==> config.mk <==
export PLATFORM = sky130hd
export DESIGN_NAME = seq_alu
export DESIGN_NICKNAME = d
export VERILOG_FILES = /design/src/rtl/alu_pkg.sv /design/src/rtl/seq_muldiv_core.sv /design/src/rtl/seq_alu.sv
export SDC_FILE = /design/constraint.sdc
export NUM_CORES = 1
export LEC_CHECK = 0
export BUFFER_PORTS_ARGS = -buffer_cell sky130_fd_sc_hd__buf_2
export CAP_MARGIN = 25
export CORE_ASPECT_RATIO = 0.8
export CORE_MARGIN = 2
export CORE_UTILIZATION = 30
export DETAILED_ROUTE_END_ITERATION = 8
export GPL_ROUTABILITY_DRIVEN = 0
export GPL_TIMING_DRIVEN = 0
export PLACE_DENSITY = 0.44
export SLEW_MARGIN = 15
export SYNTH_ARGS = -nofsm -noshare
export SYNTH_HDL_FRONTEND = slang
export SYNTH_SLANG_ARGS = --single-unit
export TNS_END_PERCENT = 30
==> constraint.sdc <==
create_clock -name clk -period 4.8 [get_ports clk]
set_input_delay 0.48 -clock clk [delete_from_list [all_inputs] [get_ports clk]]
set_output_delay 0.48 -clock clk [all_outputs]
set_load 0.02 [all_outputs]
==> src/rtl/alu_pkg.sv <==
// Shared encodings for the sequential ALU: legacy opcode mapping and FSM states.
package alu_pkg;

    localparam logic [1:0] OP_ADD = 2'b00;
    localparam logic [1:0] OP_SUB = 2'b01;
    localparam logic [1:0] OP_MUL = 2'b10;
    localparam logic [1:0] OP_DIV = 2'b11;

    typedef enum logic [1:0] {
        IDLE = 2'd0,
        BUSY = 2'd1,
        DONE = 2'd2
    } state_t;

endpackage

==> src/rtl/seq_muldiv_core.sv <==
// Iterative shift-add multiplier / restoring divider sharing one hi:lo register pair.
// After WIDTH iterations {hi, lo} holds the product, or {remainder, quotient}.
module seq_muldiv_core #(
    parameter int unsigned WIDTH = 8
) (
    input  logic               clk,
    input  logic               rst_n,
    input  logic               ena,
    input  logic               start,
    input  logic               is_div,
    input  logic               run,
    input  logic [WIDTH-1:0]   a,
    input  logic [WIDTH-1:0]   b,
    output logic               done_c,
    output logic [2*WIDTH-1:0] res_c
);

    localparam int unsigned CNT_W = $clog2(WIDTH);

    logic [WIDTH-1:0] hi_q, lo_q, opnd_q;
    logic [CNT_W-1:0] cnt_q;
    logic             div_q;

    logic [WIDTH-1:0] hi_nxt, lo_nxt, addend;
    logic [WIDTH:0]   msum, shifted;
    logic             ge;

    // One iteration; res_c exposes the post-iteration value so the final edge can latch it.
    always_comb begin
        addend  = lo_q[0] ? opnd_q : '0;
        msum    = {1'b0, hi_q} + {1'b0, addend};
        shifted = {hi_q, lo_q[WIDTH-1]};
        ge      = (shifted >= {1'b0, opnd_q});
        hi_nxt  = '0;
        lo_nxt  = '0;
        if (div_q) begin
            hi_nxt = ge ? WIDTH'(shifted - {1'b0, opnd_q}) : shifted[WIDTH-1:0];
            lo_nxt = {lo_q[WIDTH-2:0], ge};
        end else begin
            hi_nxt = msum[WIDTH:1];
            lo_nxt = {msum[0], lo_q[WIDTH-1:1]};
        end
    end

    assign done_c = run && (cnt_q == CNT_W'(WIDTH - 1));
    assign res_c  = {hi_nxt, lo_nxt};

    always_ff @(posedge clk or negedge rst_n) begin
        if (!rst_n) begin
            hi_q   <= '0;
            lo_q   <= '0;
            opnd_q <= '0;
            cnt_q  <= '0;
            div_q  <= 1'b0;
        end else if (ena) begin
            if (start) begin
                hi_q   <= '0;
                lo_q   <= a;
                opnd_q <= b;
                cnt_q  <= '0;
                div_q  <= is_div;
            end else if (run) begin
                hi_q  <= hi_nxt;
                lo_q  <= lo_nxt;
                cnt_q <= cnt_q + CNT_W'(1);
            end
        end
    end

endmodule

==> src/rtl/seq_alu.sv <==
// Handshaked unsigned ALU: single-cycle add/sub, iterative mul/div via seq_muldiv_core.
// result and flags hold their last value until the next accepted operation.
module seq_alu
    import alu_pkg::*;
#(
    parameter int unsigned WIDTH = 8
) (
    input  logic               clk,
    input  logic               rst_n,
    input  logic               ena,
    input  logic               in_valid,
    output logic               in_ready,
    input  logic [1:0]         op,
    input  logic [WIDTH-1:0]   a,
    input  logic [WIDTH-1:0]   b,
    output logic               out_valid,
    input  logic               out_ready,
    output logic [2*WIDTH-1:0] result,
    output logic               flag_zero,
    output logic               flag_carry,
    output logic               flag_dbz
);

    localparam int unsigned RW = 2 * WIDTH;

    state_t state_q, state_nxt;
    logic   [1:0] op_q;
    logic   accept, goes_busy, start_core, load_fast, load_core, core_done;
    logic   [RW-1:0] core_res, fast_res;
    logic   [WIDTH:0] sum, diff;
    logic   fast_carry, fast_dbz, fast_zero, core_zero;

    assign accept    = ena && in_valid && (state_q == IDLE);
    assign goes_busy = (op == OP_MUL) || ((op == OP_DIV) && (b != '0));

    always_ff @(posedge clk or negedge rst_n) begin
        if (!rst_n) begin
            state_q   <= IDLE;
            in_ready  <= 1'b1;
            out_valid <= 1'b0;
        end else if (ena) begin
            state_q   <= state_nxt;
            in_ready  <= (state_nxt == IDLE);
            out_valid <= (state_nxt == DONE);
        end
    end

    always_comb begin
        state_nxt = state_q;
        case (state_q)
            IDLE:    if (accept) state_nxt = goes_busy ? BUSY : DONE;
            BUSY:    if (ena && core_done) state_nxt = DONE;
            DONE:    if (ena && out_ready) state_nxt = IDLE;
            default: state_nxt = IDLE;
        endcase
    end

    always_comb begin
        start_core = accept && goes_busy;
        load_fast  = accept && !goes_busy;
        load_core  = ena && (state_q == BUSY) && core_done;
    end

    // Fast path: add, sub and divide-by-zero resolve at the accept edge.
    always_comb begin
        sum        = {1'b0, a} + {1'b0, b};
        diff       = {1'b0, a} - {1'b0, b};
        fast_res   = '0;
        fast_carry = 1'b0;
        fast_dbz   = 1'b0;
        case (op)
            OP_ADD: begin
                fast_res   = RW'(sum);
                fast_carry = sum[WIDTH];
            end
            OP_SUB: begin
                fast_res   = RW'(diff[WIDTH-1:0]);
                fast_carry = diff[WIDTH];
            end
            OP_DIV: begin
                fast_res = {a, {WIDTH{1'b1}}};
                fast_dbz = 1'b1;
            end
            default: ;
        endcase
        fast_zero = (fast_res[WIDTH-1:0] == '0);
        core_zero = (op_q == OP_MUL) ? (core_res == '0) : (core_res[WIDTH-1:0] == '0);
    end

    always_ff @(posedge clk or negedge rst_n) begin
        if (!rst_n) begin
            op_q       <= OP_ADD;
            result     <= '0;
            flag_zero  <= 1'b0;
            flag_carry <= 1'b0;
            flag_dbz   <= 1'b0;
        end else if (ena) begin
            if (accept) op_q <= op;
            if (load_fast) begin
                result     <= fast_res;
                flag_zero  <= fast_zero;
                flag_carry <= fast_carry;
                flag_dbz   <= fast_dbz;
            end else if (load_core) begin
                result     <= core_res;
                flag_zero  <= core_zero;
                flag_carry <= 1'b0;
                flag_dbz   <= 1'b0;
            end
        end
    end

    seq_muldiv_core #(.WIDTH(WIDTH)) u_core (
        .clk    (clk),
        .rst_n  (rst_n),
        .ena    (ena),
        .start  (start_core),
        .is_div (op == OP_DIV),
        .run    (state_q == BUSY),
        .a      (a),
        .b      (b),
        .done_c (core_done),
        .res_c  (core_res)
    );

endmodule

==> results of run 1 <==
critical path, cell delays in order (launching register included):
cell and delay (ps):
dfrtp_1 450, inv_1 80, ha_1 180, inv_1 60, fa_1 410, a211oi_1 340
o21bai_1 150, a21oi_1 190, xnor2_1 150, mux2i_1 90, mux2i_1 410, a2111oi_2 100
a31o_1 240
sequential cells by signal, summed over array words and instances, names as in the netlist:
register       flops
flag_carry         1
flag_dbz           1
flag_zero          1
in_ready           1
op_q               2
out_valid          1
result            16
state_q            2
u_core.cnt_q       3
u_core.div_q       1
u_core.hi_q        8
u_core.lo_q        8
u_core.opnd_q      8
per-stage QoR:
stage	worst slack, ps	cell area, um^2	instances
finish	1840	4850	746
global route	1640	4850	746
CTS	1860	4850	746
detailed placement	1660	4680	738
global placement	1640	4670	738
floorplan	2280	4240	517
cells by family after synthesis:
family	Yosys count	synth area share, %
AND/OR/NAND/NOR	182	20.5
AO/OA/AOI/OAI	154	23.6
buffers and inverters	59	5.81
flip-flops	53	31.3
adder cells (fa/ha/maj)	38	11.9
multiplexers	17	4.04
XOR/XNOR	14	2.89
metal layers:
layer	GRT usage (%)	wire length (um)
met2	30.2	6190
met4	5.08	201
met3	2.06	851
met1	30.8	7460
met5	0	0
worst paths after layout:
check | from | endpoint | slack [ps]
worst max-delay path | u_core.lo_q[7] | flag_zero | 1840
worst min-delay path | rst_n | u_core.hi_q[2] | 230
worst max register to register | u_core.lo_q[7] | flag_zero | 1840
worst min register to register | in_ready | in_ready | 470
max in group asynchronous | rst_n | result[13] | 4070
min in group clk | b[6] | u_core.opnd_q[6] | 440
power breakdown:
group	leakage (nW)	switching (mW)	internal (mW)	total, mW
combinational	1.45	1.07	0.682	1.75
sequential	0.670	0.179	0.647	0.826
clock	0.0841	0.170	0.261	0.431
layout by cell type, fill, tap and decap left out, drive strengths merged, types with 11 or more instances in the layout:
cell type / n
nand2: 71
dfrtp: 52
buf: 50
o21ai: 48
nor2: 37
a21oi: 36
ha: 34
inv: 29
clkbuf: 27
mux2i: 16
nand3: 14
nor3: 11
cell type report:
| class | count | area share, % |
|---|---|---|
| Inverter | 30 | 2.32 |
| Multi-Input combinational cell | 405 | 55.0 |
| Timing Repair Buffer | 41 | 4.28 |
| Clock inverter | 1 | 0.619 |
| Buffer | 29 | 2.76 |
| Tap cell | 180 | 4.65 |
| Sequential cell | 53 | 27.4 |
| Clock buffer | 7 | 2.94 |
synthesized netlist by cell type (4+ instances only):
| cell | n |
|---|---|
| nand3_1 | 14 |
| fa_1 | 4 |
| o211ai_1 | 5 |
| o21ai_0 | 46 |
| a22oi_1 | 4 |
| a211oi_1 | 7 |
| buf_2 | 5 |
| xnor2_1 | 6 |
| nand4_1 | 4 |
| a22o_1 | 7 |
| nor2b_1 | 9 |
| inv_1 | 29 |
| nand2b_1 | 7 |
| nand2_1 | 70 |
| a31o_2 | 4 |
| dfrtp_1 | 52 |
| a31oi_1 | 9 |
| nor2_1 | 37 |
| ha_1 | 34 |
| a21oi_1 | 35 |
| clkbuf_1 | 19 |
| nor3_1 | 11 |
| and2_1 | 8 |
| mux2i_1 | 16 |
| xor2_1 | 8 |
| and3_1 | 6 |
| o31ai_1 | 4 |
==> key figures, run 1 <==
Synth
  – Mapped Area: 4240 um^2
  – Ranking of synthesized cells by area: dfrtp_1, ha_1, nand2_1
  – EDFF count, synth: 0
  – Distinct cells, synth: 67
  – Post-synth ARST share: between 90% and 100%
  – Synth Area per Inst: 8.21 um^2
  – Synth Net Count: 578
  – Yosys top cell by area: dfrtp_1
  – Synth top area share: a little under a third
  – Gate Count Post-Synth: 517
  – Warnings, synthesis: 0
  – Register bit total from synthesis: 53
  – Sequential area share after synthesis: 31.3%
  – Top FF cell, synth: dfrtp_1

Clocking
  – Sink Count: 53
  – CTS tree: done
  – Clk root buf: clkbuf_16
  – Post CTS Setup Buffer Count: 0
  – Worst-path clk slew: roughly 70 ps
  – CTS Buffer Depth: 2
  – CTS resizes: 0
  – Skew-Pair Late Insertion Delay: around 300 ps
  – CTS Buf Count: 5
  – Hold-fix buffers, CTS: 0
  – H-tree Lvls: 2

Floorplanning
  – Initial core utilization: 31.0%
  – Die area: 15,100 um^2
  – Die extent in y: 110 um
  – # rows: 38
  – Std-Cell Core Area: roughly 14,000 um^2
  – Die Wd: 137 um
  – Boundary pin count: 44

Run
  – Max cap viols: 0

Worst setup path
  – Critical Path RT: 5000 ps
  – Worst r2r path cells: 12
  – Crit. End Element: register
  – Kind of critical path: register to register
  – Crit path DAT: 3160 ps
  – Max FO, Critical Path: 5
  – Crit start category: register

STA
  – Slew @ Worst Pin: 737 ps
  – Slew Limit Fails: 0
  – WHS: 228 ps
  – Final min period: 2960 ps
  – Crit share post-route: 61.7%
  – Clk_skew: 11.0 ps
  – Slew margin rel.: 50.9%
  – Setup TNS: 0 ps
  – Fmax: 338 MHz
  – Fin. Hold Viols: 0
  – RSZ-0062 raised after global routing: false
  – Final Setup Violations: 0

Finish
  – Multi-input logic area: 2670 um^2
  – Final core occ: 35.4%
  – Filler cells: 1,484
  – Register area: 1330 um^2
  – Layout cells sized above 1: 12.7%
  – Synth-to-Final Area Change: 14.3%
  – # nets final: between 600 and 700
  – N_diodes: 0

Route
  – Vias per cell: 5.46
  – Final WL: 14.7 mm
  – Iteration-0 DRC count of the detailed router: 214
  – Vias: 4,075
  – DRC: 0
  – DR WL/cell: 19.7 um
  – TritonRoute pass-1 iters: 4
  – Remaining antenna violation count: 0

Placement
  – HPWL Detailed: 11.6 mm
  – IO buf count: ~40

Global routing
  – First-pass GRT wire length: 22.9 mm
  – Vias in the first global route: 4,032
  – Total gr overflow: 0
  – Total global-route track usage: approximately a fifth
  – Largest net degree at the start of global routing: 54
  – Initial antenna violation count: 0

Power and ir drop
  – Lkg Pwr: around 2.2 nW
  – Power Density: 621 nW/um^2
  – Total power: 3.01 mW
  – Peak supply drop: 0.219 mV

Min path
  – HP Class: primary input to async pin

Status
  – Outcome: complete, no violations
No activity file was read; power rests on OpenSTA's default activity.
==> run 2, diff against run 1 <==
--- a/config.mk
+++ b/config.mk
@@ -13,7 +13,7 @@
 export DETAILED_ROUTE_END_ITERATION = 8
 export GPL_ROUTABILITY_DRIVEN = 0
 export GPL_TIMING_DRIVEN = 0
-export PLACE_DENSITY = 0.44
+export PLACE_DENSITY = 0.46
 export SLEW_MARGIN = 15
 export SYNTH_ARGS = -nofsm -noshare
 export SYNTH_HDL_FRONTEND = slang
==> constraint.sdc (replaced) <==
create_clock -name clk -period 2.5 [get_ports clk]
set_input_delay 0.25 -clock clk [delete_from_list [all_inputs] [get_ports clk]]
set_output_delay 0.25 -clock clk [all_outputs]
set_load 0.02 [all_outputs]
==> run 2 against run 1 <==
Maximum frequency up 16%. Critical path type unchanged. Cell count rose by 2.8%. Clock-buffer cell count decreased by 1. Die area unchanged. Critical path depth did not move. Global-route usage is 0.11 points lower. Highest routed layer unchanged. Via count increased by 1.2%. Worst hold slack got worse by 250 ps. The flow now finishes with violations (negative hold slack, negative setup slack). Clock skew fell by 4.9 ps. Largest cell class unchanged. Sequential share of layout area down 2.1 points. First-iteration DRC count up 17%. Total power rose by 110%. Largest power group unchanged.
==> key figures, run 2 (synthesized netlist as in run 1, its figures left out) <==
Status
  – Outcome: complete, but fails checks
  – Failing checks: negative hold slack, negative setup slack

Clocking
  – CTS tree: done
  – CTS Buf Count: 5
  – Worst-path clk slew: 80 ps
  – Clk root buf: clkbuf_16
  – H-tree Lvls: 2
  – Skew-Pair Late Insertion Delay: 300 ps
  – Sink Count: 53
  – CTS Buffer Depth: 2

Worst setup path
  – Critical path's top delay family: simple AND/OR/NAND/NOR gates
  – Worst Setup EP: flag_zero
  – Crit. Startpoint: u_core.opnd_q[0]
  – Crit start category: register
  – Slowest stage delay, CP: about 430 ps
  – Critical-path top delay cell: dfrtp_1
  – Worst r2r path cells: 12
  – Crit. End Element: register
  – Critical Path RT: ~2700 ps
  – R2r setup slk: -40 ps
  – Bufs and invs on worst path: 1
  – RR Endpoint: flag_zero
  – RR Startpoint: u_core.opnd_q[0]
  – Max FO, Critical Path: 3
  – Crit path cell chain: and2_4, ha_4, inv_2, fa_2, nor2b_4, o31a_1, o21ai_2, nand2b_1, xnor2_1, mux2i_2, nor4_2, a31o_1
  – Kind of critical path: register to register
  – Crit path DAT: 2790 ps
  – Levels on crit path: 12

Power and ir drop
  – Total power: 6.40 mW
  – Power Density: 1210 nW/um^2
  – Lkg Pwr: 2.32 nW
  – Peak supply drop: ~0.46 mV

Global routing
  – Initial antenna violation count: 0
  – First-pass GRT wire length: 22.6 mm
  – Largest net degree at the start of global routing: 54
  – Total gr overflow: 0
  – Total global-route track usage: around 20%
  – Vias in the first global route: 3,949

STA
  – Fin. Hold Viols: 8
  – Final Setup Violations: 1
  – Worst Slack Setup Final: -43.7 ps
  – Slew @ Worst Pin: 715 ps
  – Crit share post-route: 102%
  – Setup TNS: -43.7 ps
  – WHS: -26.7 ps
  – Slew margin rel.: about 52%
  – Final min period: around 2500 ps
  – Clk_skew: roughly 6.1 ps
  – RSZ-0062 raised after global routing: true
  – Slew Limit Fails: 0
  – Fmax: 393 MHz

Finish
  – Synth-to-Final Area Change: 24.4%
  – N_diodes: 0
  – Layout cells sized above 1: 24.5%
  – # nets final: 647
  – Final core occ: 38.5%
  – Most flops, register: result
  – Max FFs per register: 16
  – Commonest non-fill, non-tap cell in the layout: nand2_1
  – Final instance area: 5280 um^2
  – Most frequent cells in the layout: nand2_1, dfrtp_1, buf_2
  – Post-route insts no fill: 767

Route
  – Vias per cell: 5.38
  – DRC: 0
  – TritonRoute pass-1 iters: 4
  – WL met3: 544 um
  – DR WL/cell: between 15 and 20 um
  – Remaining antenna violation count: 0
  – M1 WL: 7.09 mm
  – Vias: 4,125
  – Iteration-0 DRC count of the detailed router: 251
  – Met2 WL: 6.77 mm
  – Final WL: 14.7 mm
  – Top Metal Used: met4

Floorplanning
  – Initial core utilization: 31.0%
  – Std-Cell Core Area: 13,700 um^2
  – # rows: 38
  – Die area: 15,100 um^2
  – Die Wd: between 100 and 150 um
  – Boundary pin count: 44
  – Die extent in y: 110 um

Placement
  – Placement Cell Area: 4680 um^2
  – IO buf count: 41
  – Dpl ws: -430 ps
  – HPWL Detailed: 11.0 mm
  – Placed cells: around 740

Min path
  – HP Class: primary input to async pin

Run
  – Max cap viols: 0
-- run 2: changes by cell type in the layout (fill, tap and decap cells not counted), sizes merged --
cell and change:
clkinv +1, buf +21, clkbuf -1, inv +1
bufinv -1
-- run 2: what timing repair did --
item                                   CTS  global route
setup buffers                            7            14
pin swaps                               13            23
endpoints found under the hold margin    0             0
resized for setup                       29            38
setup endpoints to repair               16            26
hold buffers                             0             0
-- run 2: worst min-delay path by stage --
stage                           endpoint  slack, ps  cells past startpoint
after global routing      u_core.hi_q[4]         50                      1
after global placement           op_q[0]        460                      2
after detailed placement  u_core.hi_q[4]        360                      1
after CTS                 u_core.hi_q[4]         30                      1
final                     u_core.hi_q[4]        -30                      1
after floorplan               flag_carry        -50                      0
-- run 2: layout make-up --
class / instances / area, um^2
multi-input combinational: 405 / 2960
clock inverter: 2 / 13.8
fill: 1433 / 8420
sequential: 53 / 1330
buffer: 29 / 139
inverter: 30 / 113
tap: 180 / 225
timing repair buffer: 62 / 365
clock buffer: 6 / 129
-- run 2: where the power goes --
group	leakage [nW]	internal (mW)	total (mW)	switching (mW)
Clock	0.0712	0.375	0.724	0.349
Combinational	1.58	1.79	4.08	2.30
Sequential	0.663	1.25	1.59	0.339
Total	2.32	3.41	6.40	2.99
-- run 2: routing by layer --
| layer | GRT usage, % | vias up |
|---|---|---|
| met1 | 29.2 | 2021 |
| li1 | - | 1987 |
| met4 | 5.89 | 0 |
| met3 | 2.29 | 16 |
| met2 | 31.1 | 101 |
| met5 | 0 | - |
